**src/rtl/celery_pkg.sv**
```systemverilog
// Shared types for the render pipeline: pixel/vertex formats and the
// scheduler's command encoding.
package celery_pkg;

    typedef logic [15:0] rgb565_t;

    typedef struct packed {
        logic [9:0]  x;
        logic [9:0]  y;
        logic [15:0] z;
    } vertex_t;

    typedef enum logic [2:0] {
        OP_TRI         = 3'd0,
        OP_FB_CLEAR    = 3'd1,
        OP_DEPTH_CLEAR = 3'd2,
        OP_CLEAR_BOTH  = 3'd3,
        OP_FENCE       = 3'd4
    } sched_op_t;

    // op is kept as a raw 3-bit code so reserved values survive the queue and can be reported.
    typedef struct packed {
        logic [2:0] op;
        vertex_t    v0;
        vertex_t    v1;
        vertex_t    v2;
        rgb565_t    color;
    } sched_cmd_t;

    function automatic logic op_clears_fb(logic [2:0] op);
        return (op == OP_FB_CLEAR) || (op == OP_CLEAR_BOTH);
    endfunction

    function automatic logic op_clears_depth(logic [2:0] op);
        return (op == OP_DEPTH_CLEAR) || (op == OP_CLEAR_BOTH);
    endfunction

endpackage

```
**src/rtl/render_cmd_scheduler_fifo.sv**
```systemverilog
// Single-clock command FIFO for the render scheduler; head entry is visible
// combinationally on rdata while not empty.
import celery_pkg::*;

module sched_cmd_fifo #(
    parameter int unsigned DEPTH = 8
) (
    input  logic                   clk,
    input  logic                   rst_n,
    input  logic                   push,
    input  sched_cmd_t             wdata,
    input  logic                   pop,
    output sched_cmd_t             rdata,
    output logic                   full,
    output logic                   empty,
    output logic [$clog2(DEPTH):0] level
);

    localparam int unsigned AW = $clog2(DEPTH);
    localparam logic [AW:0] FULL_LEVEL = (AW + 1)'(DEPTH);

    logic [AW:0] wr_ptr_q;
    logic [AW:0] rd_ptr_q;
    sched_cmd_t  mem_q [DEPTH];
    logic        push_ok;
    logic        pop_ok;

    assign level   = wr_ptr_q - rd_ptr_q;
    assign full    = (level == FULL_LEVEL);
    assign empty   = (wr_ptr_q == rd_ptr_q);
    assign push_ok = push && !full;
    assign pop_ok  = pop && !empty;
    assign rdata   = mem_q[rd_ptr_q[AW-1:0]];

    always_ff @(posedge clk or negedge rst_n) begin
        if (!rst_n) begin
            wr_ptr_q <= '0;
            rd_ptr_q <= '0;
        end else begin
            if (push_ok) wr_ptr_q <= wr_ptr_q + 1'b1;
            if (pop_ok)  rd_ptr_q <= rd_ptr_q + 1'b1;
        end
    end

    always_ff @(posedge clk) begin
        if (push_ok) mem_q[wr_ptr_q[AW-1:0]] <= wdata;
    end

endmodule

```
**src/rtl/render_cmd_scheduler.sv**
```systemverilog
// Orders render commands from cmd_parser onto rasterizer_top: triangles flow on the
// tri_ready handshake, clears and fences wait for the pipeline to go quiet first.
import celery_pkg::*;

module render_cmd_scheduler #(
    parameter int unsigned DEPTH       = 8,
    parameter int unsigned CLR_TIMEOUT = 65535
) (
    input  logic                   clk,
    input  logic                   rst_n,
    input  logic                   cmd_valid,
    output logic                   cmd_ready,
    input  logic [2:0]             cmd_op,
    input  vertex_t                cmd_v0,
    input  vertex_t                cmd_v1,
    input  vertex_t                cmd_v2,
    input  rgb565_t                cmd_color,
    output vertex_t                v0,
    output vertex_t                v1,
    output vertex_t                v2,
    output logic                   tri_valid,
    input  logic                   tri_ready,
    input  logic                   rast_busy,
    output logic                   fb_clear,
    output rgb565_t                fb_clear_color,
    input  logic                   fb_clearing,
    output logic                   depth_clear,
    input  logic                   depth_clearing,
    output logic                   fence_done,
    output logic                   op_err,
    output logic                   clr_err,
    output logic                   sched_busy,
    output logic [$clog2(DEPTH):0] fifo_level
);

    localparam logic [2:0] ST_IDLE      = 3'd0;
    localparam logic [2:0] ST_TRI       = 3'd1;
    localparam logic [2:0] ST_DRAIN     = 3'd2;
    localparam logic [2:0] ST_CLR_START = 3'd3;
    localparam logic [2:0] ST_CLR_WAIT  = 3'd4;
    localparam logic [2:0] ST_FENCE     = 3'd5;

    localparam int unsigned CW = $clog2(CLR_TIMEOUT + 1);
    localparam logic [CW-1:0] CNT_LAST  = CW'(CLR_TIMEOUT - 1);
    localparam logic [CW-1:0] CNT_GRACE = CW'(2);

    sched_cmd_t    fifo_head;
    logic          fifo_full;
    logic          fifo_empty;
    logic          pop;

    logic [2:0]    state_q, state_d;
    logic [2:0]    op_q, op_d;
    vertex_t       v0_q, v0_d, v1_q, v1_d, v2_q, v2_d;
    rgb565_t       color_q, color_d;
    logic [CW-1:0] wait_cnt_q, wait_cnt_d;
    logic          op_err_q, op_err_d;
    logic          clr_err_q, clr_err_d;
    logic          pipe_quiet;
    logic          sel_clearing;

    sched_cmd_fifo #(
        .DEPTH (DEPTH)
    ) u_fifo (
        .clk   (clk),
        .rst_n (rst_n),
        .push  (cmd_valid),
        .wdata ('{op: cmd_op, v0: cmd_v0, v1: cmd_v1, v2: cmd_v2, color: cmd_color}),
        .pop   (pop),
        .rdata (fifo_head),
        .full  (fifo_full),
        .empty (fifo_empty),
        .level (fifo_level)
    );

    assign pipe_quiet   = !rast_busy && !fb_clearing && !depth_clearing;
    assign sel_clearing = (op_clears_fb(op_q) && fb_clearing) ||
                          (op_clears_depth(op_q) && depth_clearing);

    always_comb begin
        state_d    = state_q;
        op_d       = op_q;
        v0_d       = v0_q;
        v1_d       = v1_q;
        v2_d       = v2_q;
        color_d    = color_q;
        wait_cnt_d = wait_cnt_q;
        op_err_d   = 1'b0;
        clr_err_d  = 1'b0;
        pop        = 1'b0;
        case (state_q)
            ST_IDLE: begin
                if (!fifo_empty) begin
                    pop  = 1'b1;
                    op_d = fifo_head.op;
                    case (fifo_head.op)
                        OP_TRI: begin
                            v0_d    = fifo_head.v0;
                            v1_d    = fifo_head.v1;
                            v2_d    = fifo_head.v2;
                            state_d = ST_TRI;
                        end
                        OP_FB_CLEAR, OP_CLEAR_BOTH: begin
                            color_d = fifo_head.color;
                            state_d = ST_DRAIN;
                        end
                        OP_DEPTH_CLEAR, OP_FENCE: state_d = ST_DRAIN;
                        default: op_err_d = 1'b1;
                    endcase
                end
            end
            ST_TRI: begin
                if (tri_ready) state_d = ST_IDLE;
            end
            ST_DRAIN: begin
                if (pipe_quiet) state_d = (op_q == OP_FENCE) ? ST_FENCE : ST_CLR_START;
            end
            ST_CLR_START: begin
                wait_cnt_d = '0;
                state_d    = ST_CLR_WAIT;
            end
            ST_CLR_WAIT: begin
                wait_cnt_d = wait_cnt_q + 1'b1;
                // Clearing flags lag the strobe, so the first two cycles cannot signal completion.
                if (wait_cnt_q >= CNT_GRACE && !sel_clearing) begin
                    state_d = ST_IDLE;
                end else if (wait_cnt_q == CNT_LAST) begin
                    clr_err_d = 1'b1;
                    state_d   = ST_IDLE;
                end
            end
            ST_FENCE: state_d = ST_IDLE;
            default:  state_d = ST_IDLE;
        endcase
    end

    always_ff @(posedge clk or negedge rst_n) begin
        if (!rst_n) begin
            state_q    <= ST_IDLE;
            op_q       <= '0;
            v0_q       <= '0;
            v1_q       <= '0;
            v2_q       <= '0;
            color_q    <= '0;
            wait_cnt_q <= '0;
            op_err_q   <= 1'b0;
            clr_err_q  <= 1'b0;
        end else begin
            state_q    <= state_d;
            op_q       <= op_d;
            v0_q       <= v0_d;
            v1_q       <= v1_d;
            v2_q       <= v2_d;
            color_q    <= color_d;
            wait_cnt_q <= wait_cnt_d;
            op_err_q   <= op_err_d;
            clr_err_q  <= clr_err_d;
        end
    end

    assign cmd_ready      = !fifo_full;
    assign v0             = v0_q;
    assign v1             = v1_q;
    assign v2             = v2_q;
    assign fb_clear_color = color_q;
    assign tri_valid      = (state_q == ST_TRI);
    assign fb_clear       = (state_q == ST_CLR_START) && op_clears_fb(op_q);
    assign depth_clear    = (state_q == ST_CLR_START) && op_clears_depth(op_q);
    assign fence_done     = (state_q == ST_FENCE);
    assign op_err         = op_err_q;
    assign clr_err        = clr_err_q;
    assign sched_busy     = !fifo_empty || (state_q != ST_IDLE);

endmodule

```
**config.mk**
```make
export PLATFORM = sky130hd
export DESIGN_NAME = render_cmd_scheduler
export DESIGN_NICKNAME = d
export VERILOG_FILES = /design/src/rtl/celery_pkg.sv /design/src/rtl/render_cmd_scheduler_fifo.sv /design/src/rtl/render_cmd_scheduler.sv
export SDC_FILE = /design/constraint.sdc
export NUM_CORES = 1
export LEC_CHECK = 0
export ABC_CLOCK_PERIOD_IN_PS = 36800
export CAP_MARGIN = 20
export CORE_AREA = 2 2 424 426
export CTS_CLUSTER_DIAMETER = 80
export DETAILED_ROUTE_END_ITERATION = 10
export DIE_AREA = 0 0 426 428
export GPL_ROUTABILITY_DRIVEN = 0
export PLACE_DENSITY_LB_ADDON = 0.12
export SLEW_MARGIN = 20
export SYNTH_ARGS = -nofsm -noshare
export SYNTH_HDL_FRONTEND = slang
export SYNTH_SLANG_ARGS = --single-unit
```
**constraint.sdc**
```tcl
create_clock -name clk -period 36.8 [get_ports clk]
set_input_delay 7.36 -clock clk [delete_from_list [all_inputs] [get_ports clk]]
set_output_delay 7.36 -clock clk [all_outputs]
set_load 0.02 [all_outputs]
```
==> results.md, run 1 <==
* Post_cts resized at 0
* RR Endpoint: u_fifo.mem_q[5][73]
* Number of remaining DRC errors at 0
* TritonCTS clock tree: built
* Max Fanout on Critical Path at 65
* Simple-gate share of the synthesized area at 2.53%
* Relative slew slack at 22.9%
* Vias in the first global route at roughly 23000
* Mapped Cells at 2098
* Setup CP Type: register to output port
* Syn Area/Cell at approximately 21 µm²
* Initial Util at 24.8%
* Number of synthesized flops with an enable pin at 1016
* Initial DRC count at 1063
* Period utilisation layout at 30.2%
* FF-to-FF path depth at 11
* Largest stage delay on the critical path at 0.58 ns
* Max Slew Vio Count at 0
* Clock tree buffer depth at 3
* Main combinational cell family by area after synthesis: multiplexers
* Total track usage at about 13%
* Full die area at 0.182 mm²
* Sequential area share after synthesis at 78.0%
* Layout Area Growth over Synthesis at 23.0%
* Crit path time final at between 10 and 15 ns
* Peak VDD IR at 49.9 µV
* Synth cell types at 49
* Nets at approximately 2600
* Sum of negative setup slack at 0 ns
* Startpoint types: register
* Worst Hold Class: register to register
* Largest cells by area after synthesis: edfxtp_1 (69%), mux4_2 (13%), dfrtp_1 (8.8%), mux2i_1 (2.4%), nand2_1 (1.5%)
* Req. time, crit path at 29.44 ns
* Clock Skew at 0.0266 ns
* Post-synthesis xor/xnor area fraction at 0.159%
* CTS sink cnt at 1172
* Setup bufs post-CTS at 0
* Yosys reg bits at 1172
* Tot Pwr at roughly 0.0045 W
* Pwr dens at 82.8 mW/mm²
* Mapped Area at 0.0441 mm²
* Post-synth top cells: edfxtp_1 (1016), mux4_2 (253), nand2_1 (172)
* First-pass GRT wire length at approximately 170000 µm
* Async SR Flop Fraction at about an eighth
* Via count at about 21000
* Post-synthesis mux area share at between 15 and 20%
* Critical path endpoint category: output port
* Post-DP HPWL at 68100 µm
* # hold bufs at CTS at 0
* Post-synth top area cell: edfxtp_1
* Die span in y at 428 µm
* Crit path DAT at 3.76 ns
* Final hold viol count at 0
* WL per Instance at roughly 24 µm
* Hold path depth at 2
* Yosys Warn Count at 0
* Io pins at 270
* CTS buffer count at 140
* Post-synth top area share at 69.1%
* Synth Net Count at 2240
* Most used DFF post-synth: edfxtp_1
* Status: finished, final reports clean
* Clock-pin slew on the worst setup and hold paths at around 0.06 ns
* Complex-gate fraction of the synthesized area at ~2%
* LEAKAGE at 18.0 nW
* Die Wd at between 400 and 500 µm
* Final setup viols at 0
* # rows at 155
* Port bufs at between 200 and 300
* Slowest stage cell, crit path: inv_8
* WL final at 117000 µm
* Clock insertion delay at the later pin of the skew report at 0.77 ns
* Core area at 0.178 mm²
* Post-synthesis adder-cell area fraction at 0.244%
* Total grt overflow at 0
* TritonRoute pass-1 iters at 5
* Maxcap violations at 0
* Fmax at 89.9 MHz
* RSZ-0062 raised after global routing: false
* Root buf cell: clkbuf_16
* Initial antenna violation count at 39
* Crit Reg-Reg Startpoint: u_fifo.rd_ptr_q[2]
* R2R setup slack at 31.49 ns
* Slew @ Worst Pin at 1.16 ns
* H-tree lvl count at 4
* Vias per cell at 4.29
* Antenna Nets Post-Route at 0
* Min-delay src: v0[18]
* Count leader, synth: edfxtp_1
* Hold path endpoint: v0[18]
* Crit-path cells: inv_8 -> ha_1 -> nor2b_1 -> o21ai_0 -> a21oi_1 -> or3_1 -> clkdlybuf4s50_1
* Pin count of the biggest net entering global routing at between 100 and 150
* Share of post-route cells with drive strength above 1 at around a fifth
==> critical path, delay by kind of cell (launching register included) <==
kind                       cells  cell delay (ns)
adders and majority gates      1             0.38
AOI/OAI and AO/OA              2             0.43
and+or+nand+nor                2             0.54
buffers and inverters          2             1.13
DFF                            1             0.51
==> routing by layer <==
metal / track usage [%] / vias to the layer above / routed length (µm)
met2: 23.0 / 385 / 62600
li1: - / 9268 / -
met4: 4.35 / 18 / 2880
met3: 2.84 / 209 / 4640
met5: 0 / - / 120
met1: 15.0 / 11209 / 46600
==> where the power goes <==
group          internal, W  switching [W]
clock network     0.000803       0.000552
registers          0.00172       0.000107
logic             0.000557       0.000752
==> logic make-up (layout without fill, tap and decap cells) <==
logic type / count (synthesis) / count (layout)
fa+ha+maj: 8 / 8
xor+xnor: 8 / 8
flops: 1172 / 1172
simple gates: 256 / 256
compound gates: 157 / 157
buf+inv: 113 / 571
other cells: 0 / 10
mux: 384 / 384
==> metrics by stage <==
stage / util, % / instance area [µm²] / setup WS, ns / hold WS [ns] / std cells
floorplan: - / 44100 / 16.31 / 0.460 / 2098
global placement: 28.0 / 49700 / 25.68 / 0.468 / 4656
detailed placement: 28.0 / 49700 / 25.69 / 0.470 / 4656
CTS: 30.5 / 54200 / 25.51 / 0.483 / 4910
global route: 30.5 / 54300 / 25.44 / 0.500 / 4919
finish: 30.6 / 54300 / 25.68 / 0.479 / 4921
==> cells in the final DEF (no fill, tap or decap), types with 4 or more instances in the layout <==
cell type,instances
clkinv_2,13
mux2_2,20
nand2_1,172
nor4_1,6
mux4_2,253
xnor2_1,5
bufinv_16,8
dfrtp_1,153
nand3_1,10
clkinvlp_4,4
clkinv_8,6
nand4_1,7
o31ai_1,6
diode_2,10
o211ai_1,5
nor2_1,17
ha_1,7
clkbuf_1,38
inv_6,4
nor4_2,7
nor3_1,8
clkbuf_16,144
clkinv_1,20
o21ai_0,90
mux2i_1,108
clkbuf_8,12
edfxtp_1,1016
o21ai_1,31
buf_12,4
o21ai_2,10
nand2_2,10
clkdlybuf4s50_1,268
inv_1,9
buf_4,33
==> state kept, by name (all words and copies together), names as in the netlist <==
| name | cells |
|---|---|
| state_q | 3 |
| wait_cnt_q | 16 |
| u_fifo.mem_q | 1016 |
| u_fifo.rd_ptr_q | 4 |
| u_fifo.wr_ptr_q | 4 |
| op_q | 3 |
| op_err | 1 |
| clr_err | 1 |
| v1 | 36 |
| v0 | 36 |
| fb_clear_color | 16 |
| v2 | 36 |
==> how the worst max path moves through the flow <==
stage | end | start | cells after the start
6_report | cmd_ready | u_fifo.rd_ptr_q[1] | 7
4_1_cts | cmd_ready | u_fifo.rd_ptr_q[1] | 7
5_1_grt | cmd_ready | u_fifo.rd_ptr_q[1] | 7
3_3_place_gp | u_fifo.mem_q[5][110] | cmd_valid | 7
2_1_floorplan | u_fifo.mem_q[0][0] | cmd_valid | 2
3_5_place_dp | u_fifo.mem_q[5][62] | cmd_valid | 7
==> area by class of cell <==
type | instances | area (µm²)
Clock buffer | 194 | 3910
Timing Repair Buffer | 306 | 3030
Multi-Input combinational cell | 813 | 9280
Sequential cell | 1172 | 34400
Antenna cell | 10 | 25.0
Fill cell | 17352 | 123000
Inverter | 11 | 48.8
Clock inverter | 60 | 621
Tap cell | 2355 | 2950
No activity file was read; power rests on OpenSTA's default activity.
==> run 2, diff against run 1 <==
ABC_CLOCK_PERIOD_IN_PS = 9160   (was 36800)
clock period = 9.16 ns   (was 36.8 ns; I/O delays follow)
==> results.md, run 2 (same netlist as run 1, synthesis figures left out) <==
* Total track usage at between 10% and 20%
* PnR worst setup slack at 2.59 ns
* # rows at 155
* Setup bufs post-CTS at 0
* Initial DRC count at 1434
* Clock Skew at 0.0433 ns
* Core area at 0.178 mm²
* TritonCTS clock tree: built
* Pin count of the biggest net entering global routing at 107
* Switching part of the total at about a third
* Number of remaining DRC errors at 0
* Sequential share of power at 41.3%
* CTS buffer count at 142
* # hold bufs at CTS at 0
* Slowest stage cell, crit path: dfrtp_4
* Final hold viol count at 0
* Final setup viols at 0
* Met3 wire len at 5190 µm
* Clock tree buffer depth at 3
* Crit path buf inv count at 2
* Layout Area Growth over Synthesis at 23.3%
* Tot Pwr at 0.0181 W
* Crit-path cells: inv_8 -> ha_1 -> nor2b_1 -> o21ai_0 -> a21oi_1 -> nor2_1 -> clkdlybuf4s50_1
* Clock network power share at 30.1%
* Status: finished, final reports clean
* Clock insertion delay at the later pin of the skew report at 0.78 ns
* Crit path DAT at 4.74 ns
* Pwr dens at 334 mW/mm²
* Die span in y at 428 µm
* Final core occ at between 30% and 40%
* Max reg flops at 1016
* H-tree lvl count at 4
* Clock-pin slew on the worst setup and hold paths at roughly 0.060 ns
* Antenna Nets Post-Route at 0
* P_sw at around 0.0057 W
* Max Fanout on Critical Path at 68
* Largest stage delay on the critical path at 1.11 ns
* Io pins at 270
* Post-DP HPWL at 67300 µm
* Period utilisation layout at a little under three quarters
* Port bufs at 269
* Met2 WL at 61600 µm
* Peak VDD IR at 314 µV
* WL final at 118000 µm
* Pre-CTS setup slack at 3.41 ns
* Req. time, crit path at 7.33 ns
* Slew @ Worst Pin at ~1.1 ns
* TritonRoute pass-1 iters at 4
* LEAKAGE at 18.1 nW
* Worst Hold Class: register to register
* Startpoint types: register
* Metal-1 WL at roughly 49000 µm
* Crit path time final at 6.57 ns
* Total grt overflow at 0
* First-pass GRT wire length at 170000 µm
* P_int at 0.0124 W
* Gate power share at 28.6%
* Relative slew slack at 29.6%
* Fmax at 152 MHz
* Via count at roughly 21000
* Critical path endpoint category: output port
* WL per Instance at 24.0 µm
* Full die area at 0.182 mm²
* Setup CP Type: register to output port
* RSZ-0062 raised after global routing: false
* Commonest non-fill, non-tap cell in the layout: edfxtp_1
* Vias in the first global route at 22918
* Maxcap violations at 0
* Nets at 2590
* Share of post-route cells with drive strength above 1 at 21.4%
* CTS sink cnt at 1172
* Vias per cell at 4.32
* Post_cts resized at 0
* Initial Util at 24.8%
* Crit-path leading delay family: buffers and inverters
* Sum of negative setup slack at 0 ns
* Root buf cell: clkbuf_16
* Top routing layer in use: met5
* Initial antenna violation count at 39
* Max Slew Vio Count at 0
* Die Wd at between 400 and 500 µm
* Commonest cells after routing, fill and taps aside: edfxtp_1 (1016), clkdlybuf4s50_1 (268), mux4_2 (253)
-- run 2: worst register-to-register path: stages, from the launching register on --
cell     delay [ns]
dfrtp_4        1.11
inv_8          0.56
ha_1           0.56
nor2b_1        0.15
o21ai_0        0.12
a21oi_1        0.43
o31ai_2        0.14
buf_4          0.23
nor4_4         0.17
buf_4          0.71
buf_4          0.91
-- run 2: path summary, 6_finish.rpt --
path | startpoint | endpoint | slack [ns] | depth (start not counted)
setup / recovery | u_fifo.rd_ptr_q[1] | fifo_level[3] | 2.59 | 7
hold / removal | v1[17] | v1[17] | 0.48 | 2
setup reg to reg | u_fifo.rd_ptr_q[1] | u_fifo.mem_q[6][59] | 3.63 | 10
hold reg to reg | v1[17] | v1[17] | 0.48 | 2
max in group asynchronous | rst_n | v0[29] | 6.75 | 2
min in group asynchronous | rst_n | v0[2] | 1.01 | 1
-- run 2: cell type report --
type                       count  area (µm²)
clock inverter                60         577
fill                       17282      123000
tap                         2355        2950
multi-input combinational    813        9340
inverter                      11        48.8
antenna                        6        15.0
clock buffer                 201        3990
timing repair buffer         308        3040
sequential                  1172       34400
-- run 2: metrics by stage --
stage / instances / instance area, µm² / hold slack, ns
global placement: 4658 / 49800 / 0.465
floorplan: 2098 / 44200 / 0.460
CTS: 4919 / 54400 / 0.483
global route: 4922 / 54400 / 0.500
finish: 4926 / 54400 / 0.479
detailed placement: 4658 / 49800 / 0.471
-- run 2: power by group through the flow --
stage / logic, W / registers (W) / clock network [W]
2_1_floorplan: 0.00311 / 0.00773 / 0
3_3_place_gp: 0.00539 / 0.00760 / 0
3_5_place_dp: 0.00540 / 0.00764 / 0
4_1_cts: 0.00541 / 0.00754 / 0.00564
5_1_grt: 0.00566 / 0.00761 / 0.00585
6_report: 0.00520 / 0.00749 / 0.00546
-- run 2: routing by layer --
metal  global-route usage (%)  vias up
met4                     3.76       22
met3                     3.14      220
met5                        0        -
met2                     22.7      426
li1                         -     9259
met1                     15.9    11351
